### config.mk
export PLATFORM = sky130hd
export DESIGN_NAME = irq_ctrl
export DESIGN_NICKNAME = d
export VERILOG_FILES = /design/src/rtl/irq_pkg.sv /design/src/rtl/irq_edge_sync.sv /design/src/rtl/irq_ctrl.sv
export SDC_FILE = /design/constraint.sdc
export NUM_CORES = 1
export LEC_CHECK = 0
export CORE_MARGIN = 3
export CORE_UTILIZATION = 35
export CTS_CLUSTER_SIZE = 20
export DETAILED_ROUTE_END_ITERATION = 10
export GPL_TIMING_DRIVEN = 0
export PLACE_DENSITY = 0.82
export REMOVE_ABC_BUFFERS = 1
export SLEW_MARGIN = 20
export SYNTH_ARGS = -nofsm -noshare
export SYNTH_HDL_FRONTEND = slang
export SYNTH_SLANG_ARGS = --single-unit
### constraint.sdc
create_clock -name clk -period 1.75 [get_ports clk]
set_input_delay 0.35 -clock clk [delete_from_list [all_inputs] [get_ports clk]]
set_output_delay 0.35 -clock clk [all_outputs]
set_load 0.01 [all_outputs]
### src/rtl/irq_pkg.sv
// Shared types and helpers for the vectored interrupt controller: FSM state encoding,
// default vector layout and the fixed-priority encoder.
package irq_pkg;

    typedef enum logic [1:0] {
        StIdle    = 2'd0,
        StTake    = 2'd1,
        StService = 2'd2,
        StReturn  = 2'd3
    } irq_state_e;

    localparam logic [9:0]  VEC_BASE_DEF   = 10'h3F0;
    localparam int unsigned VEC_STRIDE_DEF = 4;

    // Lowest set index wins; returns 0 when nothing is set (caller gates on |req).
    function automatic logic [2:0] prio_enc(input logic [7:0] req);
        logic [2:0] idx;
        idx = 3'd0;
        for (int i = 7; i >= 0; i--) begin
            if (req[i]) begin
                idx = 3'(i);
            end
        end
        return idx;
    endfunction

endpackage

### src/rtl/irq_edge_sync.sv
// Per-line request conditioning: optional 2-flop synchronizer (IRQ_SYNC_EN) followed by a
// rising-edge detector producing a one-cycle rise pulse.
module irq_edge_sync #(
    parameter int unsigned NIRQ = 4
) (
    input  logic            clk,
    input  logic            reset,
    input  logic [NIRQ-1:0] irq,
    output logic [NIRQ-1:0] rise
);

    logic [NIRQ-1:0] irq_s;
    logic [NIRQ-1:0] irq_q, irq_d;

`ifdef IRQ_SYNC_EN
    logic [NIRQ-1:0] sync1_q, sync1_d;
    logic [NIRQ-1:0] sync2_q, sync2_d;

    always_comb begin
        sync1_d = irq;
        sync2_d = sync1_q;
    end

    always_ff @(posedge clk or posedge reset) begin
        if (reset) begin
            sync1_q <= '0;
            sync2_q <= '0;
        end else begin
            sync1_q <= sync1_d;
            sync2_q <= sync2_d;
        end
    end

    assign irq_s = sync2_q;
`else
    assign irq_s = irq;
`endif

    always_comb begin
        irq_d = irq_s;
    end

    always_ff @(posedge clk or posedge reset) begin
        if (reset) begin
            irq_q <= '0;
        end else begin
            irq_q <= irq_d;
        end
    end

    assign rise = irq_s & ~irq_q;

endmodule

### src/rtl/irq_ctrl.sv
// Vectored interrupt controller: latches edge requests, arbitrates by fixed priority and
// sequences push / vector / pop on the shared return stack. IRQ_SYNC_EN adds input synchronizers.
module irq_ctrl
    import irq_pkg::*;
#(
    parameter int unsigned     NIRQ       = 4,
    parameter int unsigned     PC_W       = 10,
    parameter logic [PC_W-1:0] VEC_BASE   = PC_W'(VEC_BASE_DEF),
    parameter int unsigned     VEC_STRIDE = VEC_STRIDE_DEF
) (
    input  logic            clk,
    input  logic            reset,
    input  logic [NIRQ-1:0] irq,
    input  logic            ie_set,
    input  logic            ie_clr,
    input  logic            mask_we,
    input  logic [NIRQ-1:0] mask_wd,
    input  logic            reti,
    input  logic            cpu_stack_op,
    input  logic [PC_W-1:0] pc_ret,
    output logic            push,
    output logic [PC_W-1:0] push_data,
    output logic            pop,
    output logic            pc_sel,
    output logic [PC_W-1:0] pc_vec,
    output logic            in_service,
    output logic [2:0]      active_id,
    output logic [NIRQ-1:0] pending
);

    irq_state_e      state_q, state_d;
    logic            gie_q, gie_d;
    logic [NIRQ-1:0] mask_q, mask_d;
    logic [NIRQ-1:0] pend_q, pend_d;
    logic [2:0]      id_q, id_d;
    logic            push_q, push_d;
    logic            pop_q, pop_d;
    logic            pc_sel_q, pc_sel_d;
    logic [PC_W-1:0] vec_q, vec_d;
    logic            in_service_q, in_service_d;

    logic [NIRQ-1:0] rise;
    logic [NIRQ-1:0] elig;
    logic [2:0]      idx;
    logic [PC_W-1:0] vec;

    irq_edge_sync #(
        .NIRQ (NIRQ)
    ) u_edge (
        .clk   (clk),
        .reset (reset),
        .irq   (irq),
        .rise  (rise)
    );

    assign elig = pend_q & mask_q;
    assign idx  = prio_enc(8'(elig));
    // Vector address wraps modulo 2^PC_W.
    assign vec  = VEC_BASE + PC_W'(32'(idx) * VEC_STRIDE);

    always_comb begin
        state_d      = state_q;
        gie_d        = gie_q;
        mask_d       = mask_we ? mask_wd : mask_q;
        pend_d       = pend_q | rise;
        id_d         = id_q;
        push_d       = 1'b0;
        pop_d        = 1'b0;
        pc_sel_d     = 1'b0;
        vec_d        = '0;
        in_service_d = in_service_q;

        if (ie_set) begin
            gie_d = 1'b1;
        end
        if (ie_clr) begin
            gie_d = 1'b0;
        end

        unique case (state_q)
            StIdle: begin
                if (gie_q && (|elig) && !cpu_stack_op) begin
                    state_d  = StTake;
                    id_d     = idx;
                    push_d   = 1'b1;
                    pc_sel_d = 1'b1;
                    vec_d    = vec;
                end
            end
            StTake: begin
                // A fresh edge on the serviced line re-arms it even though it is cleared here.
                pend_d       = (pend_q & ~(NIRQ'(1) << id_q)) | rise;
                gie_d        = 1'b0;
                in_service_d = 1'b1;
                state_d      = StService;
            end
            StService: begin
                if (reti) begin
                    state_d = StReturn;
                    pop_d   = 1'b1;
                end
            end
            StReturn: begin
                gie_d        = 1'b1;
                in_service_d = 1'b0;
                state_d      = StIdle;
            end
            default: begin
                state_d = StIdle;
            end
        endcase
    end

    always_ff @(posedge clk or posedge reset) begin
        if (reset) begin
            state_q      <= StIdle;
            gie_q        <= 1'b0;
            mask_q       <= '0;
            pend_q       <= '0;
            id_q         <= 3'd0;
            push_q       <= 1'b0;
            pop_q        <= 1'b0;
            pc_sel_q     <= 1'b0;
            vec_q        <= '0;
            in_service_q <= 1'b0;
        end else begin
            state_q      <= state_d;
            gie_q        <= gie_d;
            mask_q       <= mask_d;
            pend_q       <= pend_d;
            id_q         <= id_d;
            push_q       <= push_d;
            pop_q        <= pop_d;
            pc_sel_q     <= pc_sel_d;
            vec_q        <= vec_d;
            in_service_q <= in_service_d;
        end
    end

    // The return address is the live pc_ret of the TAKE cycle itself.
    assign push_data  = push_q ? pc_ret : '0;
    assign push       = push_q;
    assign pop        = pop_q;
    assign pc_sel     = pc_sel_q;
    assign pc_vec     = vec_q;
    assign in_service = in_service_q;
    assign active_id  = id_q;
    assign pending    = pend_q;

endmodule

# After elaboration in Yosys (flattened, before gate mapping)
# Cells that the tools add are included.
# Widths: inputs -> output; s select.
# totals
inputBits,25
elab_cells,52
register_bits,31
out_inout_bits,31
# op_classes
n_reduce_logical,9
add_sub_neg,1
shifts,1
mux,19
eq_ne,5
n_bitwise,7
# ops
op,count
$mux 10,3
$and 4x4->4,3
$mux 3,3
$not 4->4,2
$or 4x4->4,2
$pmux 2 s4,1
$add 5x6->7 const A,1
$mux 1,6
$mux 2,3
$eq 2x2->1 const B,2
$mux 4,1
$ne 2x2->1 const B,2
$pmux 1 s2,2
$reduce_and 2->1,2
$reduce_bool 4->1,1
$reduce_or 4->1,1
$shl 1x3->4 const A,1
$eq 2x1->1 const B,1
$logic_and 1x1->1,2
$logic_not 2->1,1
$reduce_bool 2->1,1
$logic_not 1->1,1

# Logic depth before layout (Yosys ltp)
# Gate-level depths: netlist (run 1).
# logic_depth
depth_word,8
ltp_mapped,5
depth_no_buf,5

# Modules after synthesis
# From an unflattened synthesis (run 1), not the netlist that was laid out.
# unflattened
cells_unflattened,101
area_unflattened_um2,1141.1
# modules_own_cells
mod,area_per_inst_um2,cells_per_inst,instances,seq_area_each_um2
irq_ctrl,982.2,92,1,450.4
irq_edge_sync,158.9,9,1,100.1

# Least setup slack after synthesis (run 1)
# No wires, ideal clock.
# synth_timing
kind,reg2reg
from,register state_q[1]
to,register gie_q
setup_ps,104
synth_period_minus_slack_ps,1530
slack_ps,220
t_required_ps,1646
n_path_buf,0
arrival_time_ps,1426
stages_incl_launch_ff,6
cell_sequence,dfrtp_1 > inv_1 > ha_1 > or3_1 > a21o_1 > a221oi_1
# synth_between
elab_chain_cells,2
word_cells_on_any_way,4
cone_classes,eq/ne (2); mux (1); reduce/logical (1)
# synth_rtl
element,line_no,rtl
start: declaration,irq_ctrl.sv:31,"irq_state_e state_q, state_d;"
start signal: assignment,irq_ctrl.sv:116,state_q <= StIdle;
start signal: assignment,irq_ctrl.sv:127,state_q <= state_d;
$eq 2x2->1 or $eq 2x1->1 (tied branches),irq_ctrl.sv:80,unique case (state_q)
$pmux 1 s2 or $reduce_bool 4->1 (tied branches),--,
end signal: assignment,irq_ctrl.sv:128,gie_q <= gie_d;
end: declaration,irq_ctrl.sv:32,"logic gie_q, gie_d;"
# Parallel ways exist; a longest one is shown, timed or not.
# A chain may end at the register's enable or synchronous reset.

==> summary.md, run 1 <==
| Metric | Value |
|---|---|
| Combinational power share | `47.8%` |
| CP cell instances | `buf_4, clkdlybuf4s50_1` |
| Worst slew margin | `47.69%` |
| Sequential share of the synthesized area | `about half` |
| Starting DRC count in detailed routing | `9` |
| Number of global-route vias before repair | `approximately 850` |
| Worst EP arrival | `1.35 ns` |
| Number of enable flip-flop cells after synthesis | `0` |
| Crit path max fanout | `6` |
| Largest vdd supply drop | `0.0004536 V` |
| Sw power | `about 660 µW` |
| Final Max Slew Viols | `0` |
| WL/cell | `between 10 and 15 µm` |
| Top cell type's share of synthesized area | `roughly 50%` |
| Met1 Wirelength | `929 µm` |
| CP required | `1.40 ns` |
| Status | `finished clean` |
| Top post-synthesis cells by area | `dfrtp_1 (50%), buf_4 (6.9%), and2_1 (6.3%)` |
| Area Overhead vs Synth | `49.43%` |
| First-pass GRT wire length | `~3600 µm` |
| Hold_ws | `about 0.42 ns` |
| # rows | `19` |
| Setup TNS | `0 ns` |
| Main synth FF type | `dfrtp_1` |
| Clk sink count | `22` |
| Worst hold-check path type | `flip-flop to flip-flop` |
| Clk Tree Root Cell | `clkbuf_4` |
| Pin count of the biggest net entering global routing | `23` |
| # DRC | `0` |
| Pre-Repair DR Iteration Count | `4` |
| PD cells | `~1200 nW/µm²` |
| Pint | `1.223 mW` |
| Cts bufs inserted | `3` |
| Hpwl dp | `1866 µm` |
| Detailed Route WL | `~2300 µm` |
| H-tree depth | `1` |
| Clock Latency Late Sink | `roughly 0.3 ns` |
| Die height | `slightly above 60 µm` |
| Post-Syn Instances | `102` |
| Count of different cell masters after synthesis | `28` |
| Top sig layer | `met4` |
| Final net count | `184` |
| Max-cap violations | `0` |
| FF+latch count, synth | `22` |
| Count leader, synth | `dfrtp_1` |
| Fin util | `between 50% and 60%` |
| Share of flip-flops with an asynchronous set or reset | `100.0%` |
| Sequential group share of total power | `40.6%` |
| Final setup viols | `0` |
| Fin crit period | `between 1.5 and 2 ns` |
| GRT Util Overall | `12.44%` |
| RSZ-0062 raised after global routing | `false` |
| Fin cells | `184` |
| Core area | `2853 µm²` |
| Max Clock Skew | `0.003224 ns` |
| Largest area contributor in the netlist | `dfrtp_1` |
| Top Family by Delay on Critical Path | `buffers and inverters` |
| Antenna Cells | `0` |
| Ports | `56` |
| Via-to-Cell Ratio | `4.880` |
| CP bufs+invs | `2` |
| Gpl congestion | `0.9044` |
| Mapped Area | `about 1100 µm²` |
| CTS clk-pin slew, worst paths | `0.11 ns` |
| Slowest cell delay on critical path | `0.54 ns` |
| Sw frac | `about a third` |
| Met2 wire len | `~1100 µm` |
| Via count | `898` |
| Port Buffers | `52` |
| DR WL met3 | `263 µm` |
| Initial antenna violation count | `0` |
| CP Class | `flip-flop to output pin` |
| DP Cell Count | `177` |
| Max Buffers Root-to-Sink | `2` |
| Layout cells sized above 1 | `9.804%` |
| Starting Density | `about two fifths` |
| F_max | `588.7 MHz` |
| DIE AREA | `roughly 3800 µm²` |
| Hold Vio Cnt, Final | `0` |
| Post-route clock period utilization | `between 90% and 100%` |
| Post-synth top cells | `dfrtp_1 (22), and2_1 (11), buf_4 (10), o21ai_0 (10), inv_1 (9)` |
| Startpoint types | `flip-flop` |
| Worst slew pin tran | `approximately 0.78 ns` |
| Syn_area_per_cell | `10.70 µm²` |
| Post-CTS Hold Buffers | `0` |
| Congestion Overflow GR | `0` |
| Worst setup EP type | `output pin` |
| Die width | `61.83 µm` |
| Syn. warnings | `0` |
| Clock Power Share | `11.7%` |
| CTS tree | `done` |
| Antenna-violating nets left | `0` |
| CP max-delay cell | `clkdlybuf4s50_1` |
| Pleak | `0.7980 nW` |
-- worst register-to-register path, cell delays in order, from the launching register on --
cell	delay, ns
dfrtp_2	0.41
inv_1	0.08
ha_1	0.22
or3_1	0.39
a21o_1	0.19
a221oi_1	0.25
-- through the flow --
stage / area [µm²] / worst slack (ns) / power (mW)
global route: 1630 / 0.01017 / 2.030
CTS: 1622 / 0.03213 / 1.884
global placement: 1583 / -0.06847 / 1.627
detailed placement: 1583 / -0.06679 / 1.659
finish: 1630 / 0.05120 / 1.881
floorplan: 1023 / 0.2205 / 1.219
-- timing repair --
item / 4_1_cts / 5_1_grt
buffers inserted: 3 / 1
gates resized for setup: 19 / 1
endpoints found under the setup margin: 18 / 1
-- routing by layer --
metal	vias to the layer above	track usage, %
met2	49	24.07
met4	0	3.636
li1	439	-
met3	2	3.306
met5	-	0
met1	408	12.99
-- final timing paths --
path                                       from          to  slack [ns]  depth (start not counted)
worst max-delay path                  pc_vec[8]   pc_vec[7]        0.05                          2
worst min-delay path            u_edge.irq_q[1]  pending[1]        0.42                          1
worst max register to register       state_q[1]       gie_q        0.11                          5
worst min register to register  u_edge.irq_q[1]  pending[1]        0.42                          1
max in group asynchronous                 reset  state_q[1]        0.72                          2
min in group asynchronous                 reset         pop        0.50                          2
-- sequential cells by signal (all words and copies together) (netlist names) --
| name | count |
|---|---|
| state_q | 2 |
| in_service | 1 |
| mask_q | 4 |
| pending | 4 |
| gie_q | 1 |
| pc_vec | 3 |
| u_edge.irq_q | 4 |
| pop | 1 |
| active_id | 2 |
-- area by class of cell --
class | instances | area, µm²
Fill cell | 252 | 1222
Sequential cell | 22 | 553.0
Timing Repair Buffer | 56 | 543.0
Multi-Input combinational cell | 63 | 439.2
Tap cell | 31 | 38.79
Inverter | 9 | 33.78
Clock buffer | 3 | 22.52
-- power by group through the flow --
| stage | Combinational, mW | Sequential (mW) | Clock, mW |
|---|---|---|---|
| after CTS | 0.886 | 0.766 | 0.231 |
| after global routing | 1.00 | 0.785 | 0.243 |
| after detailed placement | 0.868 | 0.791 | 0 |
| final | 0.898 | 0.763 | 0.219 |
| after floorplan | 0.407 | 0.812 | 0 |
| after global placement | 0.842 | 0.786 | 0 |
-- kinds of logic after synthesis --
group / synth area share, %
AOI/OAI and AO/OA: 14.45
DFF: 50.46
adders and majority gates: 4.587
buffers and inverters: 9.977
muxes: 4.128
other: 0.3437
and+or+nand+nor: 16.06
-- placed cells by master (no fill, tap or decap) --
master / n
inv_1: 9
a221oi_1: 1
a21o_1: 2
conb_1: 3
clkbuf_4: 3
nor3_1: 2
and3b_2: 1
dfrtp_2: 2
ha_1: 4
o2bb2ai_1: 1
o211ai_1: 1
clkdlybuf4s50_1: 36
a22o_1: 1
o2111a_1: 1
dlygate4sd2_1: 16
nor2_1: 3
nand2b_1: 3
o22ai_1: 1
buf_4: 3
a31oi_1: 1
buf_12: 1
and2_1: 11
a32oi_1: 1
nor2b_1: 2
and3b_1: 1
nand3b_1: 1
mux2_2: 4
o21ai_0: 10
nand2_1: 4
a22o_4: 1
o221ai_1: 1
dfrtp_1: 20
or3_1: 2
Power figures use the tool's default switching activity.
==> run 2: changes to the inputs <==
--- a/config.mk
+++ b/config.mk
@@ -10,7 +10,7 @@
 export CTS_CLUSTER_SIZE = 20
 export DETAILED_ROUTE_END_ITERATION = 10
 export GPL_TIMING_DRIVEN = 0
-export PLACE_DENSITY = 0.82
+export PLACE_DENSITY = 0.85
 export REMOVE_ABC_BUFFERS = 1
 export SLEW_MARGIN = 20
 export SYNTH_ARGS = -nofsm -noshare
==> constraint.sdc (replaced) <==
create_clock -name clk -period 1.4 [get_ports clk]
set_input_delay 0.28 -clock clk [delete_from_list [all_inputs] [get_ports clk]]
set_output_delay 0.28 -clock clk [all_outputs]
set_load 0.01 [all_outputs]
==> run 2 against run 1 <==
- total power rose by 54%
- combinational power rose by 80%
- largest power group unchanged
- the flow now finishes with violations (negative setup slack)
- register-to-register slack got worse by 0.28 ns
- sequential cell count did not move
- sequential share of layout area fell by 4.2 points
- via count rose by 12%
- final area rose by 14%
- clock power rose by 60%
- non-clock buffer count rose by 14
==> summary.md, run 2 (synthesis gave the netlist of run 1 again) <==
| Metric | Value |
|---|---|
| Congestion Overflow GR | `0 (unchanged)` |
| Setup TNS | `-0.6681 ns (-0.6681 ns)` |
| Port Buffers | `52 (unchanged)` |
| Top Family by Delay on Critical Path | `flip-flops` |
| Reg2reg setup slack | `-0.17 ns (-0.28 ns)` |
| Die width | `61.83 µm (unchanged)` |
| WL/cell | `14.61 µm (+15%)` |
| Status | `complete, but fails checks` |
| Fin cells | `199 (+8.2%)` |
| # DRC | `0 (unchanged)` |
| Via-to-Cell Ratio | `5.075 (+4.0%)` |
| Largest vdd supply drop | `0.0006752 V (+49%)` |
| Critical R2R Capture | `state_q[1]` |
| Hpwl dp | `1834 µm (-1.7%)` |
| Pleak | `0.8875 nW (+11%)` |
| Die height | `61.83 µm (unchanged)` |
| Antenna-violating nets left | `0 (unchanged)` |
| Gpl congestion | `0.8876 (-1.9%)` |
| Fin crit period | `1.566 ns` |
| Fill cell count | `221 (-12%)` |
| Detailed Route WL | `2908 µm (+25%)` |
| Initial antenna violation count | `0 (unchanged)` |
| Core area | `2853 µm² (unchanged)` |
| Worst setup EP type | `flip-flop` |
| CP cell instances | `inv_2, ha_1, nand2b_1, o221ai_1, or3_1` |
| RSZ-0062 raised after global routing | `true` |
| Hold Vio Cnt, Final | `0 (unchanged)` |
| Worst slew margin | `46.42% (-1.3 points)` |
| Commonest non-fill, non-tap cell in the layout | `clkdlybuf4s50_1` |
| Power Total | `2.893 mW (+54%)` |
| CTS tree | `done` |
| F_max | `638.4 MHz` |
| Clk Tree Root Cell | `clkbuf_4` |
| # rows | `19 (unchanged)` |
| Layout cells sized above 1 | `39.88% (+30 points)` |
| DIE AREA | `3823 µm² (unchanged)` |
| CTS clk-pin slew, worst paths | `0.13 ns (+0.02 ns)` |
| Grt met3 use | `3.926% (+0.62 points)` |
| First-pass GRT wire length | `4457 µm (+24%)` |
| Antenna Cells | `0 (unchanged)` |
| Startpoint types | `flip-flop` |
| GRT Util Overall | `15.91% (+3.5 points)` |
| Area Overhead vs Synth | `70.18%` |
| Final Max Slew Viols | `0 (unchanged)` |
| Worst EP arrival | `1.77 ns (+0.42 ns)` |
| GR peak layer | `met2` |
| CP bufs+invs | `1 (-1)` |
| Crit path from | `state_q[0]` |
| H-tree depth | `1 (unchanged)` |
| Failing checks | `negative setup slack` |
| Reg-to-reg startpoint | `state_q[0]` |
| Max Buffers Root-to-Sink | `2 (unchanged)` |
| Final critical-path setup slack | `-0.1664 ns (-0.2176 ns)` |
| Final net count | `198 (+7.6%)` |
| Dpl ws | `-0.3153 ns (-0.2485 ns)` |
| Slowest cell delay on critical path | `0.49 ns (-0.05 ns)` |
| Final setup viols | `16 (+16)` |
| Number of global-route vias before repair | `1010 (+20%)` |
| Ports | `56 (unchanged)` |
| Cts bufs inserted | `3 (unchanged)` |
| Pin count of the biggest net entering global routing | `23 (unchanged)` |
| DP Cell Count | `177 (unchanged)` |
| Post-route clock period utilization | `111.9%` |
| Via count | `1010 (+12%)` |
| Worst slew pin tran | `0.8027 ns (+0.01896 ns)` |
| Most frequent cells in the layout | `clkdlybuf4s50_1 (24), dfrtp_1 (21), buf_6 (18), buf_4 (13), and2_4 (10)` |
| Starting DRC count in detailed routing | `21 (+12)` |
| Post-CTS Hold Buffers | `0 (unchanged)` |
| Starting Density | `38.25% (unchanged)` |
| Worst setup path end | `state_q[1]` |
| CP Class | `flip-flop to flip-flop` |
| Pre-Repair DR Iteration Count | `4 (unchanged)` |
| Grt met1 use | `15.67% (+2.7 points)` |
| CP max-delay cell | `dfrtp_1` |
| Max-cap violations | `0 (unchanged)` |
| CP required | `1.61 ns (+0.21 ns)` |
| Met2 Use GR | `32.14% (+8.1 points)` |
| Worst hold-check path type | `input port to asynchronous set/reset pin` |
| Clock Latency Late Sink | `0.31 ns (about the same)` |
| Clk sink count | `22 (unchanged)` |
| Crit path max fanout | `4 (-2)` |
| PD cells | `1558 nW/µm² (+35%)` |
| Max Clock Skew | `0.01241 ns (+0.009186 ns)` |
| Critical Path Stages | `5 (+3)` |
| Reg2Reg Depth | `5 (unchanged)` |
==> run 2: changes by cell type in the layout (fill, tap and decap cells not counted), sizes merged <==
cell and change:
clkbuf +4, clkdlybuf4s50 -12, buf +30, clkdlybuf4s15 +2, dlygate4sd2 -9
==> run 2: through the flow <==
step | hold slack (ns) | utilization [%] | area (µm²)
floorplan | 0.2692 | - | 1023
CTS | 0.4192 | 64.17 | 1831
global route | 0.4105 | 65.09 | 1857
detailed placement | 0.4144 | 55.48 | 1583
global placement | 0.4023 | 55.48 | 1583
finish | 0.4097 | 65.09 | 1857
==> run 2: repair_timing <==
action | CTS | global route
gates resized for setup | 113 | 16
setup endpoints to repair | 32 | 28
pin swaps | 5 | 0
setup buffers | 18 | 0
==> run 2: worst min path at each step <==
stage	startpoint	end	cells after the start
detailed placement	u_edge.irq_q[2]	pending[2]	1
CTS	irq[1]	u_edge.irq_q[1]	1
floorplan	reset	active_id[0]	1
global placement	u_edge.irq_q[0]	pending[0]	1
global route	irq[0]	u_edge.irq_q[0]	1
finish	reset	pop	2
==> run 2: power breakdown <==
group | switching (mW) | leakage [nW] | internal, mW | total (mW)
Clock | 0.191 | 0.0210 | 0.159 | 0.350
Combinational | 0.710 | 0.608 | 0.907 | 1.62
Sequential | 0.126 | 0.258 | 0.800 | 0.927
Total | 1.03 | 0.888 | 1.87 | 2.89
==> run 2: cell type report <==
cell class                 instances  area, µm²  area share, %
timing repair buffer              70      676.9          36.46
tap                               31      38.79          2.089
inverter                           9      33.78          1.819
clock buffer                       4      36.28          1.954
sequential                        22      551.8          29.72
multi-input combinational         63      519.2          27.96
==> run 2: routing by layer <==
metal | wire length [µm] | vias up
li1 | - | 468
met1 | 1028 | 483
met2 | 1565 | 56
met3 | 292 | 3
met4 | 22 | 0
met5 | 0 | -
